<file path="config.mk">
export PLATFORM = sky130hd
export DESIGN_NAME = muldiv_seq_unit_flat
export DESIGN_NICKNAME = d
export VERILOG_FILES = /design/src/rtl/muldiv_seq_unit_if.sv /design/src/rtl/muldiv_seq_unit.sv /design/src/flat_wrapper.sv
export SDC_FILE = /design/constraint.sdc
export NUM_CORES = 1
export LEC_CHECK = 0
export BUFFER_PORTS_ARGS = -buffer_cell sky130_fd_sc_hd__buf_4
export CAP_MARGIN = 20
export CELL_PAD_IN_SITES_DETAIL_PLACEMENT = 0
export CELL_PAD_IN_SITES_GLOBAL_PLACEMENT = 2
export CORE_ASPECT_RATIO = 2
export CORE_MARGIN = 4
export CORE_UTILIZATION = 36
export CTS_CLUSTER_SIZE = 30
export DETAILED_ROUTE_END_ITERATION = 12
export GPL_ROUTABILITY_DRIVEN = 0
export GPL_TIMING_DRIVEN = 0
export HOLD_SLACK_MARGIN = 0.02
export PLACE_DENSITY_LB_ADDON = 0.05
export SLEW_MARGIN = 20
export SYNTH_ARGS = -nofsm -noshare
export SYNTH_HDL_FRONTEND = slang
export SYNTH_SLANG_ARGS = --single-unit
</file>
<file path="constraint.sdc">
create_clock -name clk -period 6.1 [get_ports clk]
set_input_delay 0.915 -clock clk [delete_from_list [all_inputs] [get_ports clk]]
set_output_delay 0.915 -clock clk [all_outputs]
set_load 0.05 [all_outputs]
</file>
<file path="src/rtl/muldiv_seq_unit_if.sv">
// Operand/result handshake bundle for muldiv_seq_unit; master = EX stage, slave = unit.
// Both directions use valid/ready; the unit holds one op in flight at most.
interface muldiv_seq_unit_if #(
  parameter int XLEN = 32
);
  logic            in_valid;
  logic            in_ready;
  logic [2:0]      md_op;
  logic [XLEN-1:0] data1;
  logic [XLEN-1:0] data2;
  logic            out_valid;
  logic            out_ready;
  logic [XLEN-1:0] result;

  modport master (
    output in_valid, md_op, data1, data2, out_ready,
    input  in_ready, out_valid, result
  );

  modport slave (
    input  in_valid, md_op, data1, data2, out_ready,
    output in_ready, out_valid, result
  );
endinterface

</file>
<file path="src/rtl/muldiv_seq_unit.sv">
// RV32M mul/div, radix-2 iterative; MULDIV_FAST_MUL_EN selects a one-cycle array multiplier.
// Latency: XLEN+1 edges from accept (1 edge for div-by-zero/overflow, and fast multiply).
// Backpressure: result held in DONE until out_ready; in_ready only in IDLE; flush aborts.
module muldiv_seq_unit #(
  parameter int XLEN = 32
) (
  input  logic               clk,
  input  logic               rst_n,
  input  logic               flush,
  muldiv_seq_unit_if.slave   io
);

  localparam int CNT_W = $clog2(XLEN) + 1;

  localparam logic [2:0] OP_MUL    = 3'd0;
  localparam logic [2:0] OP_MULH   = 3'd1;
  localparam logic [2:0] OP_MULHSU = 3'd2;
  localparam logic [2:0] OP_DIV    = 3'd4;
  localparam logic [2:0] OP_REM    = 3'd6;

  typedef enum logic [1:0] {
    ST_IDLE = 2'd0,
    ST_BUSY = 2'd1,
    ST_DONE = 2'd2
  } state_t;

  state_t            state_q, state_d;
  logic [2:0]        op_q;
  logic              neg_q;
  logic [XLEN-1:0]   hi_q, lo_q, b_q;
  logic [CNT_W-1:0]  cnt_q;
  logic [XLEN-1:0]   result_q;

  // Operand decode at the accept edge
  logic              accept;
  logic              in_is_div, in_sgn1, in_sgn2, s1, s2, in_neg;
  logic [XLEN-1:0]   mag1, mag2;
  logic              div_zero, div_ovf, special;
  logic [XLEN-1:0]   special_res;
  logic              fast_take;
  logic [XLEN-1:0]   fast_res;
  logic [2*XLEN-1:0] fast_prod;
  logic              last_step;

  always_comb begin
    accept    = io.in_valid && (state_q == ST_IDLE) && !flush;
    in_is_div = io.md_op[2];
    in_sgn1   = (io.md_op == OP_MULH) || (io.md_op == OP_MULHSU) ||
                (io.md_op == OP_DIV)  || (io.md_op == OP_REM);
    in_sgn2   = (io.md_op == OP_MULH) || (io.md_op == OP_DIV) || (io.md_op == OP_REM);
    s1        = in_sgn1 && io.data1[XLEN-1];
    s2        = in_sgn2 && io.data2[XLEN-1];
    mag1      = s1 ? -io.data1 : io.data1;
    mag2      = s2 ? -io.data2 : io.data2;
    // Remainder follows the dividend; quotient and products follow sign difference
    in_neg    = (io.md_op == OP_REM) ? s1 : (s1 ^ s2);
    div_zero  = in_is_div && (io.data2 == '0);
    div_ovf   = ((io.md_op == OP_DIV) || (io.md_op == OP_REM)) &&
                (io.data1 == {1'b1, {(XLEN-1){1'b0}}}) && (io.data2 == '1);
    special   = div_zero || div_ovf;
    if (div_zero) begin
      special_res = io.md_op[1] ? io.data1 : '1;
    end else begin
      special_res = io.md_op[1] ? '0 : io.data1;
    end
  end

`ifdef MULDIV_FAST_MUL_EN
  localparam bit FAST_MUL = 1'b1;
  logic [2*XLEN-1:0] fast_a, fast_b;
  assign fast_a    = {{XLEN{s1}}, io.data1};
  assign fast_b    = {{XLEN{s2}}, io.data2};
  assign fast_prod = fast_a * fast_b;
`else
  localparam bit FAST_MUL = 1'b0;
  assign fast_prod = '0;
`endif

  assign fast_take = FAST_MUL && !in_is_div;
  assign fast_res  = (io.md_op == OP_MUL) ? fast_prod[XLEN-1:0] : fast_prod[2*XLEN-1:XLEN];
  assign last_step = (cnt_q == CNT_W'(XLEN-1));

  // One radix-2 step: shift-add for multiply, restoring shift-subtract for divide
  logic [XLEN:0]     mul_sum, div_shift, div_diff;
  logic [XLEN-1:0]   step_hi, step_lo;

  always_comb begin
    mul_sum   = {1'b0, hi_q} + (lo_q[0] ? {1'b0, b_q} : '0);
    div_shift = {hi_q, lo_q[XLEN-1]};
    div_diff  = div_shift - {1'b0, b_q};
    if (op_q[2]) begin
      if (!div_diff[XLEN]) begin
        step_hi = div_diff[XLEN-1:0];
        step_lo = {lo_q[XLEN-2:0], 1'b1};
      end else begin
        step_hi = div_shift[XLEN-1:0];
        step_lo = {lo_q[XLEN-2:0], 1'b0};
      end
    end else begin
      step_hi = mul_sum[XLEN:1];
      step_lo = {mul_sum[0], lo_q[XLEN-1:1]};
    end
  end

  // Sign fix-up and result select, applied on the final step edge
  logic [2*XLEN-1:0] prod, prod_fix;
  logic [XLEN-1:0]   quot_fix, rem_fix, final_res;

  always_comb begin
    prod     = {step_hi, step_lo};
    prod_fix = neg_q ? -prod : prod;
    quot_fix = neg_q ? -step_lo : step_lo;
    rem_fix  = neg_q ? -step_hi : step_hi;
    case (op_q)
      3'd0:          final_res = prod_fix[XLEN-1:0];
      3'd1, 3'd2,
      3'd3:          final_res = prod_fix[2*XLEN-1:XLEN];
      3'd4, 3'd5:    final_res = quot_fix;
      default:       final_res = rem_fix;
    endcase
  end

  always_ff @(posedge clk or negedge rst_n) begin
    if (!rst_n) begin
      state_q <= ST_IDLE;
    end else begin
      state_q <= state_d;
    end
  end

  always_comb begin
    state_d = state_q;
    case (state_q)
      ST_IDLE: if (accept) state_d = (special || fast_take) ? ST_DONE : ST_BUSY;
      ST_BUSY: if (last_step) state_d = ST_DONE;
      ST_DONE: if (io.out_ready) state_d = ST_IDLE;
      default: state_d = ST_IDLE;
    endcase
    if (flush) state_d = ST_IDLE;
  end

  // Handshake outputs decode registered state only
  always_comb begin
    io.in_ready  = (state_q == ST_IDLE);
    io.out_valid = (state_q == ST_DONE);
  end

  assign io.result = result_q;

  always_ff @(posedge clk or negedge rst_n) begin
    if (!rst_n) begin
      op_q     <= '0;
      neg_q    <= 1'b0;
      hi_q     <= '0;
      lo_q     <= '0;
      b_q      <= '0;
      cnt_q    <= '0;
      result_q <= '0;
    end else if (flush) begin
      cnt_q <= '0;
    end else begin
      case (state_q)
        ST_IDLE: begin
          if (accept) begin
            op_q  <= io.md_op;
            neg_q <= in_neg;
            hi_q  <= '0;
            lo_q  <= in_is_div ? mag1 : mag2;
            b_q   <= in_is_div ? mag2 : mag1;
            cnt_q <= '0;
            if (special) begin
              result_q <= special_res;
            end else if (fast_take) begin
              result_q <= fast_res;
            end
          end
        end
        ST_BUSY: begin
          hi_q <= step_hi;
          lo_q <= step_lo;
          if (last_step) begin
            cnt_q    <= '0;
            result_q <= final_res;
          end else begin
            cnt_q <= cnt_q + CNT_W'(1);
          end
        end
        default: ;
      endcase
    end
  end

endmodule
</file>
<file path="src/flat_wrapper.sv">
// flat-port wrapper written by rule: the top's interface ports become plain ports
module muldiv_seq_unit_flat 
#(
  parameter int XLEN = 32
)
  (clk, rst_n, flush, io_in_valid, io_md_op, io_data1, io_data2, io_out_ready, io_in_ready, io_out_valid, io_result);
  muldiv_seq_unit_if #(.XLEN(XLEN)) io_i ();
  input  logic clk;
  input  logic rst_n;
  input  logic flush;
  input wire logic [$bits(io_i.in_valid)-1:0] io_in_valid;
  input wire logic [$bits(io_i.md_op)-1:0] io_md_op;
  input wire logic [$bits(io_i.data1)-1:0] io_data1;
  input wire logic [$bits(io_i.data2)-1:0] io_data2;
  input wire logic [$bits(io_i.out_ready)-1:0] io_out_ready;
  output wire logic [$bits(io_i.in_ready)-1:0] io_in_ready;
  output wire logic [$bits(io_i.out_valid)-1:0] io_out_valid;
  output wire logic [$bits(io_i.result)-1:0] io_result;
  assign io_i.in_valid = io_in_valid;
  assign io_i.md_op = io_md_op;
  assign io_i.data1 = io_data1;
  assign io_i.data2 = io_data2;
  assign io_i.out_ready = io_out_ready;
  assign io_in_ready = io_i.in_ready;
  assign io_out_valid = io_i.out_valid;
  assign io_result = io_i.result;
  muldiv_seq_unit #(.XLEN(XLEN)) u_core (.clk(clk), .rst_n(rst_n), .flush(flush), .io(io_i));
endmodule
</file>
## Yosys cells after proc, flatten, opt, wreduce, memory -nomap -nowiden

Index checks and enable logic that the tools add are counted.

- Input port bits: 72
- Logic and storage cells: 100
- Output and inout port bits: 34
- Register bits after elaboration: 140

- Equality and inequality tests: 20
- Mux-type cells: 35
- Reductions and logical operators: 27
- Add/sub/neg operators: 8
- Bitwise gates (word level): 2

Operators by type and width:

| operator | number |
|---|---|
| $mux 32 | 18 |
| $pmux 32 s2 | 3 |
| $neg 32->32 | 4 |
| $pmux 32 s3 | 1 |
| $eq 32x32->1 const B | 2 |
| $mux 64 | 1 |
| $neg 64->64 | 1 |
| $add 32x33->33 | 1 |
| $sub 33x32->33 | 1 |
| $logic_not 32->1 | 1 |
| $mux 6 | 3 |
| $eq 3x3->1 const B | 4 |
| $pmux 6 s2 | 1 |
| $mux 2 | 5 |
| $eq 3x2->1 const B | 3 |
| $reduce_and 3->1 | 3 |
| $logic_and 1x1->1 | 7 |
| $logic_or 1x1->1 | 7 |
| $add 6x1->6 const B | 1 |
| $eq 3x1->1 const B | 2 |
| $eq 6x5->1 const B | 1 |
| $ne 2x1->1 const B | 3 |
| $ne 3x2->1 const B | 2 |
| $pmux 2 s3 | 1 |
| other kinds (15) | 16 |

## Depth between registers and ports, before layout

Gate-level depths: netlist of the first run.

- Depth in word-level cells: 9
- Depth in mapped cells: 23
- Mapped depth without buffers: 23

## Worst setup path before layout of the first run

No wires, ideal clock.

- Path kind: register to register
- From: register u_core.op_q[2]
- To: register u_core.result_q[30], in the netlist u_core.io.result[30]
- Period minus slack after synthesis: 4.984 ns
- Arrival time: 4.863 ns
- Slack: 1.116 ns
- Stages on the path, launching flop included: 18
- Data required time: 5.980 ns
- Setup time: 0.120 ns
- Path buffers: 8
- Cell sequence: dfrtp_1 -> buf_1 -> clkbuf_1 -> clkbuf_1 -> buf_1 -> clkbuf_1 -> buf_1 -> clkbuf_1 -> buf_1 -> a31o_2 -> ha_1 -> nand4_4 -> or2_4 -> or3_4 -> o41ai_2 -> xnor2_1 -> a21oi_1 -> o211a_1

- Cells in the longest elaborated chain, start to end: 6
- Elaborated cells on any way between the ends: 19

Ends and longest elaborated chain:

| element | line | text |
|---|---|---|
| start, declared | muldiv_seq_unit.sv:28 | `logic [2:0] op_q;` |
| start signal, assigned | muldiv_seq_unit.sv:165 | `op_q <= io.md_op;` |
| $mux 32 | muldiv_seq_unit.sv:91 | `if (op_q[2]) begin` |
| $neg 64->64 (tied with other cells) | muldiv_seq_unit.sv:111 | `prod_fix = neg_q ? -prod : prod;` |
| $mux 64 (tied with other cells) | muldiv_seq_unit.sv:111 |  |
| $pmux 32 s3 * | muldiv_seq_unit.sv:114 | `case (op_q)` |
| $mux 32 * | muldiv_seq_unit.sv:181 | `if (last_step) begin` |
| $pmux 32 s2 * | muldiv_seq_unit.sv:162 | `case (state_q)` |
| end signal, assigned | muldiv_seq_unit.sv:172 | `result_q <= special_res;` |
| end signal, assigned | muldiv_seq_unit.sv:174 | `result_q <= fast_res;` |
| end signal, assigned | muldiv_seq_unit.sv:183 | `result_q <= final_res;` |
| end, declared | muldiv_seq_unit.sv:32 | `logic [XLEN-1:0] result_q;` |

Every way passes the cells marked *; elsewhere a longest branch is shown, timed or not. The select of a mux whose other input is x is not followed.
A chain may end at the register's enable or synchronous reset.

## Worst setup path in the final report of the first run

- From: register u_core.lo_q[31]
- To: register u_core.result_q[15], in the netlist u_core.io.result[15]

- Cells in the longest elaborated chain, start to end: 8
- Elaborated cells on any way between the ends: 14

Ends and longest elaborated chain:

| element | line | text |
|---|---|---|
| start, declared | muldiv_seq_unit.sv:30 | `logic [XLEN-1:0] hi_q, lo_q, b_q;` |
| start signal, assigned | muldiv_seq_unit.sv:168 | `lo_q <= in_is_div ? mag1 : mag2;` |
| start signal, assigned | muldiv_seq_unit.sv:180 | `lo_q <= step_lo;` |
| $sub 33x32->33 | muldiv_seq_unit.sv:90 | `div_diff = div_shift - {1'b0, b_q};` |
| $mux 1 / $mux 32 (equally long branches) | muldiv_seq_unit.sv:92 | `if (!div_diff[XLEN]) begin` |
| $mux 32 | muldiv_seq_unit.sv:91 |  |
| $neg 64->64 (tied with other cells) | muldiv_seq_unit.sv:111 |  |
| $mux 64 (tied with other cells) | muldiv_seq_unit.sv:111 |  |
| $pmux 32 s3 * | muldiv_seq_unit.sv:114 |  |
| $mux 32 * | muldiv_seq_unit.sv:181 |  |
| $pmux 32 s2 * | muldiv_seq_unit.sv:162 |  |

Marked as above.

==> reports/results.txt, run 1 <==
Peak supply drop - 0.204 mV
TritonCTS clock tree - yes
Avg Synthesized Cell Area - 7.15 um2
Hold Path Class - in -> async
H-tree depth - 4
Clk pin slew, worst setup/hold paths - 0.07 ns
Sw Ratio - 62.0%
Int Pwr - 5.14 mW
Outcome - complete, no violations
Synth cell types - 100
List of most frequent post-synthesis cells - o21ai_0, nand2_1, nor2_1
Maxcap violations - 0
Finished Cell Area - 0.0190 mm2
Mapped cell area - 0.0166 mm2
Post-route DRC - 0
Iter 0 DRT Violations - 1521
Fraction of the yosys area taken by sequential cells - 21.1%
First-pass GRT wire length - 135000 um
Core region area - 0.0458 mm2
Max-slew headroom - 21.9%
Lkg Pwr - 7.56 nW
Switching Power - 8.38 mW
Cell with the most instances after synthesis - o21ai_0
Final Setup Violations - 0
Drt total wl - 94400 um
Critical path type - reg -> reg
Final Hold Viols - 0
Critical Path RT - 6.39 ns
Die area - 0.0499 mm2
Largest area contributor in the netlist - dfrtp_1
Post-DRT Antenna Nets - 0
Initial core utilization - 36.3%
R2R Path Start - u_core.lo_q[31]
Clk_skew - 0.0123 ns
Fmax - 164 MHz
Share of cells above drive strength 1 - 10.0%
Combinational power share - 78.7%
Pwr/cell area - 713 mW/mm2
Core Rows - 111
CTS sink cnt - 140
Worst Path Arrival - 6.39 ns
# IOs - 106
Worst reg2reg path depth - 20
CTS root buf - clkbuf_16
Final hold slack - 0.379 ns
Pins Over Slew Limit - 0
Area occupied by registers - 0.00351 mm2
Yosys warnings - 0
Placed cells - 2996
Routed len/inst - 31.0 um
FFs w/ async S/R, synth - 100%
Reg2reg setup slack - 0.006 ns
Clock share of power - 7.6%
Routed vias - 19310
Clock Latency Late Sink - 0.47 ns
Fin util - 41.4%
Number of buffer cells added on primary ports - 103
Ys flop type - dfrtp_1
Reg-to-Reg End - u_core.io.result[15]
Post-layout min period - 6.09 ns
Filler instances - 4997
Post-Route Setup TNS - 0 ns
Worst slew pin tran - 1.17 ns
Final worst path period share - 99.9%
CTS buffer count - 17
Gr ovfl total - 0
Post-synth EDFFs - 0
CP Capture Type - register
Initial antenna violation count - 8
Final worst slack - 0.00562 ns
Pre-CTS WS - -2.90 ns
Top cells by area, synth - dfrtp_1, o21ai_0, a21oi_1
Final HPWL DP - 78600 um
Crit-path max FO - 5
Largest net degree at the start of global routing - 74
Via density - 6.35
Layout Cells excl Fill - 3041
Die Span Y - 312 um
Nets - 2601
Synth Register Bits - 140
Reg power frac - 13.7%
Vias in the first global route - 19755
Net count after synthesis - 2470
Chip Width - 160 um
Area fraction of the dominant cell type after synthesis - 21.1%
Area taken by multi-input logic gates - 0.0124 mm2
Max clock buf depth - 2
Post-place instance area - 0.0182 mm2
Tot Pwr - 13.5 mW
Worst setup SP type - register
GRT Util Overall - 36.8%
Synthesized instance count - 2326
Pre-antenna DRT Iters - 7
Area added between synthesis and finish - 14.1%
-- layer usage --
metal | global-route usage (%) | routed length [um]
met1 | 32.6 | 29300
met5 | 0 | 34
met3 | 5.85 | 4430
met2 | 66.6 | 47700
met4 | 39.7 | 12800
-- kinds of logic (layout without fill, tap and decap cells) --
logic type                 Yosys count  after routing  share of synthesized area [%]
buffers and inverters              222            366                           5.23
other                                0              6                              0
and+or+nand+nor                    837            837                           24.3
xor gates and xnor gates           166            166                           8.75
adders and majority gates           88             88                           6.47
AOI/OAI and AO/OA                  820            820                           30.9
muxes                               53             53                           3.34
DFF                                140            140                           21.1
-- power by group through the flow --
stage,clock network [mW],registers [mW],logic (mW)
floorplan,0,1.93,6.09
global route,1.07,1.88,11.2
global placement,0,1.83,9.89
CTS,1.03,1.82,10.2
detailed placement,0,1.84,9.95
finish,1.03,1.85,10.6
-- layout by cell type (no fill, tap or decap), types with 9 or more instances in the layout --
master / count
a31oi_1: 32
a22o_1: 15
nor3b_1: 12
nor3_1: 56
buf_4: 114
nand3_1: 39
inv_1: 73
nand2_1: 272
a211oi_1: 30
and2_1: 45
buf_1: 12
mux2_2: 9
o21bai_1: 9
or3_1: 29
o21ai_1: 14
maj3_1: 16
mux2i_1: 41
nand4_1: 32
o211ai_1: 27
o21ai_0: 275
nor4_1: 12
a21o_1: 25
o31ai_1: 21
nor2b_1: 15
clkbuf_1: 110
o21a_1: 18
o22ai_1: 9
xnor2_1: 110
and3_1: 18
clkbuf_16: 17
nor2_1: 230
dfrtp_1: 138
buf_2: 11
xor2_1: 56
a21oi_1: 209
ha_1: 69
nand2b_1: 15
-- repair_timing --
| item | in CTS | in global routing |
|---|---|---|
| setup buffers | 5 | 2 |
| gates resized for setup | 31 | 22 |
| endpoints found under the hold margin | 0 | 0 |
| setup endpoints to repair | 45 | 24 |
| pin swaps | 4 | 2 |
| hold buffers | 0 | 0 |
-- worst max-delay path by stage --
stage                     from                   end  slack (ns)  cells after the start
3_5_place_dp    u_core.op_q[2]  u_core.io.result[16]       -2.90                     17
3_3_place_gp    u_core.op_q[2]  u_core.io.result[16]       -3.03                     17
2_1_floorplan   u_core.op_q[2]  u_core.io.result[30]        1.12                     17
5_1_grt        u_core.lo_q[31]  u_core.io.result[26]      -0.002                     22
6_report       u_core.lo_q[31]  u_core.io.result[15]       0.006                     20
4_1_cts        u_core.lo_q[31]   u_core.io.result[8]        0.03                     23
-- sequential cells by signal (all words and copies together), names as in the netlist --
name              cells
u_core.neg_q          1
u_core.op_q           3
u_core.hi_q          32
u_core.b_q           32
u_core.lo_q          32
u_core.io.result     32
u_core.state_q        2
u_core.cnt_q          6
-- final cells by class --
cell class	instances	share of cell area (%)
inverters	76	1.50
diodes	6	0.0791
well taps	565	3.73
clock inverters	11	0.448
clock buffers	21	2.48
repair buffers	112	4.71
multi-input cells	1964	65.3
plain buffers	146	3.24
flip-flops and latches	140	18.5
-- worst max-delay path, cell delays in order (launching register included) --
cell	delay, ns
dfrtp_2	0.53
inv_1	0.17
ha_1	0.19
inv_1	0.05
fa_1	0.45
a211oi_2	0.27
o211ai_1	0.21
a31oi_4	0.27
buf_12	0.16
a211oi_4	0.08
buf_4	0.19
buf_4	0.15
a2111oi_0	0.43
a221oi_1	0.19
or3_1	0.42
nor3_1	0.82
nand2_1	0.36
o21ai_1	0.25
xnor2_1	0.10
a221oi_1	0.53
a311oi_1	0.09
No activity file was read; power rests on OpenSTA's default activity.
==> inputs of run 2 (changes only) <==
--- a/config.mk
+++ b/config.mk
@@ -17,7 +17,7 @@
 export GPL_ROUTABILITY_DRIVEN = 0
 export GPL_TIMING_DRIVEN = 0
 export HOLD_SLACK_MARGIN = 0.02
-export PLACE_DENSITY_LB_ADDON = 0.05
+export PLACE_DENSITY = 0.81
 export SLEW_MARGIN = 20
 export SYNTH_ARGS = -nofsm -noshare
 export SYNTH_HDL_FRONTEND = slang
==> run 2 against run 1 <==
  * The flow now finishes with violations (setup timing)
  * Flip-flop and latch count is the same
  * Sequential share of layout area shrank 0.13 points
  * Clock skew grew 0.0044 ns
  * Largest power group unchanged
==> reports/results.txt, run 2 (synthesis results as in run 1) <==
Outcome - complete, but fails checks (was complete, no violations)
Failing checks - setup timing
Final HPWL DP - 77400 um (was 78600 um)
CTS buffer count - 17 (unchanged)
Pre-antenna DRT Iters - 5 (was 7)
Core region area - 0.0458 mm2 (unchanged)
Most common cell on crit path - clkbuf_1
Hold Path Class - in -> async (unchanged)
Chip Width - 160 um (unchanged)
Nets - 2602 (was 2601)
TritonCTS clock tree - yes (unchanged)
Worst Setup SP - u_core.op_q[2] (was u_core.lo_q[31])
Iter 0 DRT Violations - 1219 (was 1521)
Final hold slack - 0.432 ns (was 0.379 ns)
Routed vias - 19356 (was 19310)
Fin util - 41.7% (was 41.4%)
Crit-path max FO - 10 (was 5)
Worst slew pin tran - 1.21 ns (was 1.17 ns)
Max incr delay on CP - 0.74 ns (was 0.82 ns)
H-tree depth - 4 (unchanged)
Initial core utilization - 36.3% (unchanged)
Critical path type - reg -> reg (unchanged)
Filler instances - 4966 (was 4997)
Maxcap violations - 0 (unchanged)
Layout Cells excl Fill - 3037 (was 3041)
Pwr/cell area - 703 mW/mm2 (was 713 mW/mm2)
Initial antenna violation count - 1 (was 8)
Pre-CTS WS - -3.38 ns (was -2.90 ns)
Gr ovfl total - 0 (unchanged)
Worst setup SP type - register (unchanged)
CTS root buf - clkbuf_16 (unchanged)
Finished Cell Area - 0.0191 mm2 (was 0.0190 mm2)
Critical Path RT - 6.42 ns (was 6.39 ns)
CP max stage cell - o21ai_0 (was nor3_1)
Final worst slack - -0.111 ns (was 0.00562 ns)
Final worst path period share - 102% (was 99.9%)
Post-place instance area - 0.0182 mm2 (about the same)
Worst Path Arrival - 6.53 ns (was 6.39 ns)
Tot Pwr - 13.4 mW (was 13.5 mW)
R2R Path Start - u_core.op_q[2] (was u_core.lo_q[31])
Peak supply drop - 0.272 mV (was 0.204 mV)
RSZ-0062 raised after global routing - false
Clock Latency Late Sink - 0.47 ns (about the same)
CP Capture Type - register (unchanged)
Final Hold Viols - 0 (unchanged)
Routed len/inst - 30.5 um (was 31.0 um)
Drt total wl - 92500 um (was 94400 um)
Post-layout min period - 6.21 ns (was 6.09 ns)
Max clock buf depth - 2 (unchanged)
Die area - 0.0499 mm2 (unchanged)
Max-slew headroom - 18.5% (was 21.9%)
CTS sink cnt - 140 (unchanged)
Via density - 6.37 (was 6.35)
GRT Util Overall - 35.9% (was 36.8%)
Most frequent cells in the layout - o21ai_0, nand2_1, nor2_1, a21oi_1, dfrtp_1 (unchanged)
Fmax - 161 MHz (was 164 MHz)
Placed cells - 2996 (unchanged)
# IOs - 106 (unchanged)
Post-Route Setup TNS - -0.111 ns (was 0 ns)
Lkg Pwr - 7.63 nW (was 7.56 nW)
Post-DRT Antenna Nets - 0 (unchanged)
Largest net degree at the start of global routing - 81 (was 74)
Leading cell type in the layout, fill and taps excluded - o21ai_0 (unchanged)
Vias in the first global route - 19787 (was 19755)
Core Rows - 111 (unchanged)
Clk_skew - 0.0167 ns (was 0.0123 ns)
First-pass GRT wire length - 132000 um (was 135000 um)
Number of buffer cells added on primary ports - 103 (unchanged)
Final Setup Violations - 1 (was 0)
Area added between synthesis and finish - 14.9% (was 14.1%)
Share of cells above drive strength 1 - 10.2% (was 10.0%)
Worst-path cell chain - buf_4, clkinv_2, clkbuf_1, clkbuf_1, clkbuf_1, o21ai_1, nand2_1, clkbuf_1, clkbuf_1, o22ai_1, o21ai_0, nand2_1 (was inv_1, ha_1, inv_1, fa_1, a211oi_2, o211ai_1, a31oi_4, buf_12, a211oi_4, buf_4, buf_4, a2111oi_0, a221oi_1, or3_1, nor3_1, nand2_1, o21ai_1, xnor2_1, a221oi_1, a311oi_1)
Pins Over Slew Limit - 0 (unchanged)
Clk pin slew, worst setup/hold paths - 0.07 ns (about the same)
Die Span Y - 312 um (unchanged)
Post-route DRC - 0 (unchanged)
run 2: power breakdown:
group          switching (mW)  internal, mW  leakage (nW)
registers               0.499          1.32          1.78
clock network           0.471         0.683         0.303
logic                    7.16          3.29          5.54
run 2: critical path, delay by kind of cell (launching register included):
kind	cells	cell delay, ns
AOI/OAI and AO/OA	3	1.58
buffers and inverters	7	3.63
DFF	1	0.49
and+or+nand+nor	2	0.35
run 2: layout make-up:
cell class,instances,area [um2],share of cell area [%]
Antenna cell,2,5.00,0.0262
Buffer,144,609,3.19
Clock buffer,17,425,2.23
Clock inverter,14,195,1.02
Inverter,76,287,1.50
Multi-Input combinational cell,1964,12400,65.1
Sequential cell,140,3500,18.3
Tap cell,565,707,3.70
Timing Repair Buffer,115,926,4.85
run 2: what timing repair did:
action                                  in CTS  in global routing
pin swaps                                    5                  6
buffers inserted                             7                  3
endpoints found under the setup margin      46                 15
hold buffers                                 0                  0
gates resized for setup                     39                 18
gates cloned                                 0                  0
run 2: routing by layer:
metal	GRT usage [%]	share of wire, %	wire length, um	vias up
met4	39.7	14	12900	0
met3	5.09	4.5	4210	464
met2	65.9	51	47300	933
li1	-	-	-	8760
met5	0.0988	0	0	-
met1	31.0	30	28100	9199
run 2: path summary, 6_finish.rpt:
path,endpoint,slack [ns],cells past startpoint
max in group asynchronous,u_core.hi_q[6],4.85,2
hold reg to reg,u_core.io.result[8],0.49,2
setup reg to reg,u_core.io.result[9],-0.11,12
setup / recovery,u_core.io.result[9],-0.11,12
min in group clk,u_core.io.result[8],0.49,2
hold / removal,u_core.hi_q[28],0.43,1
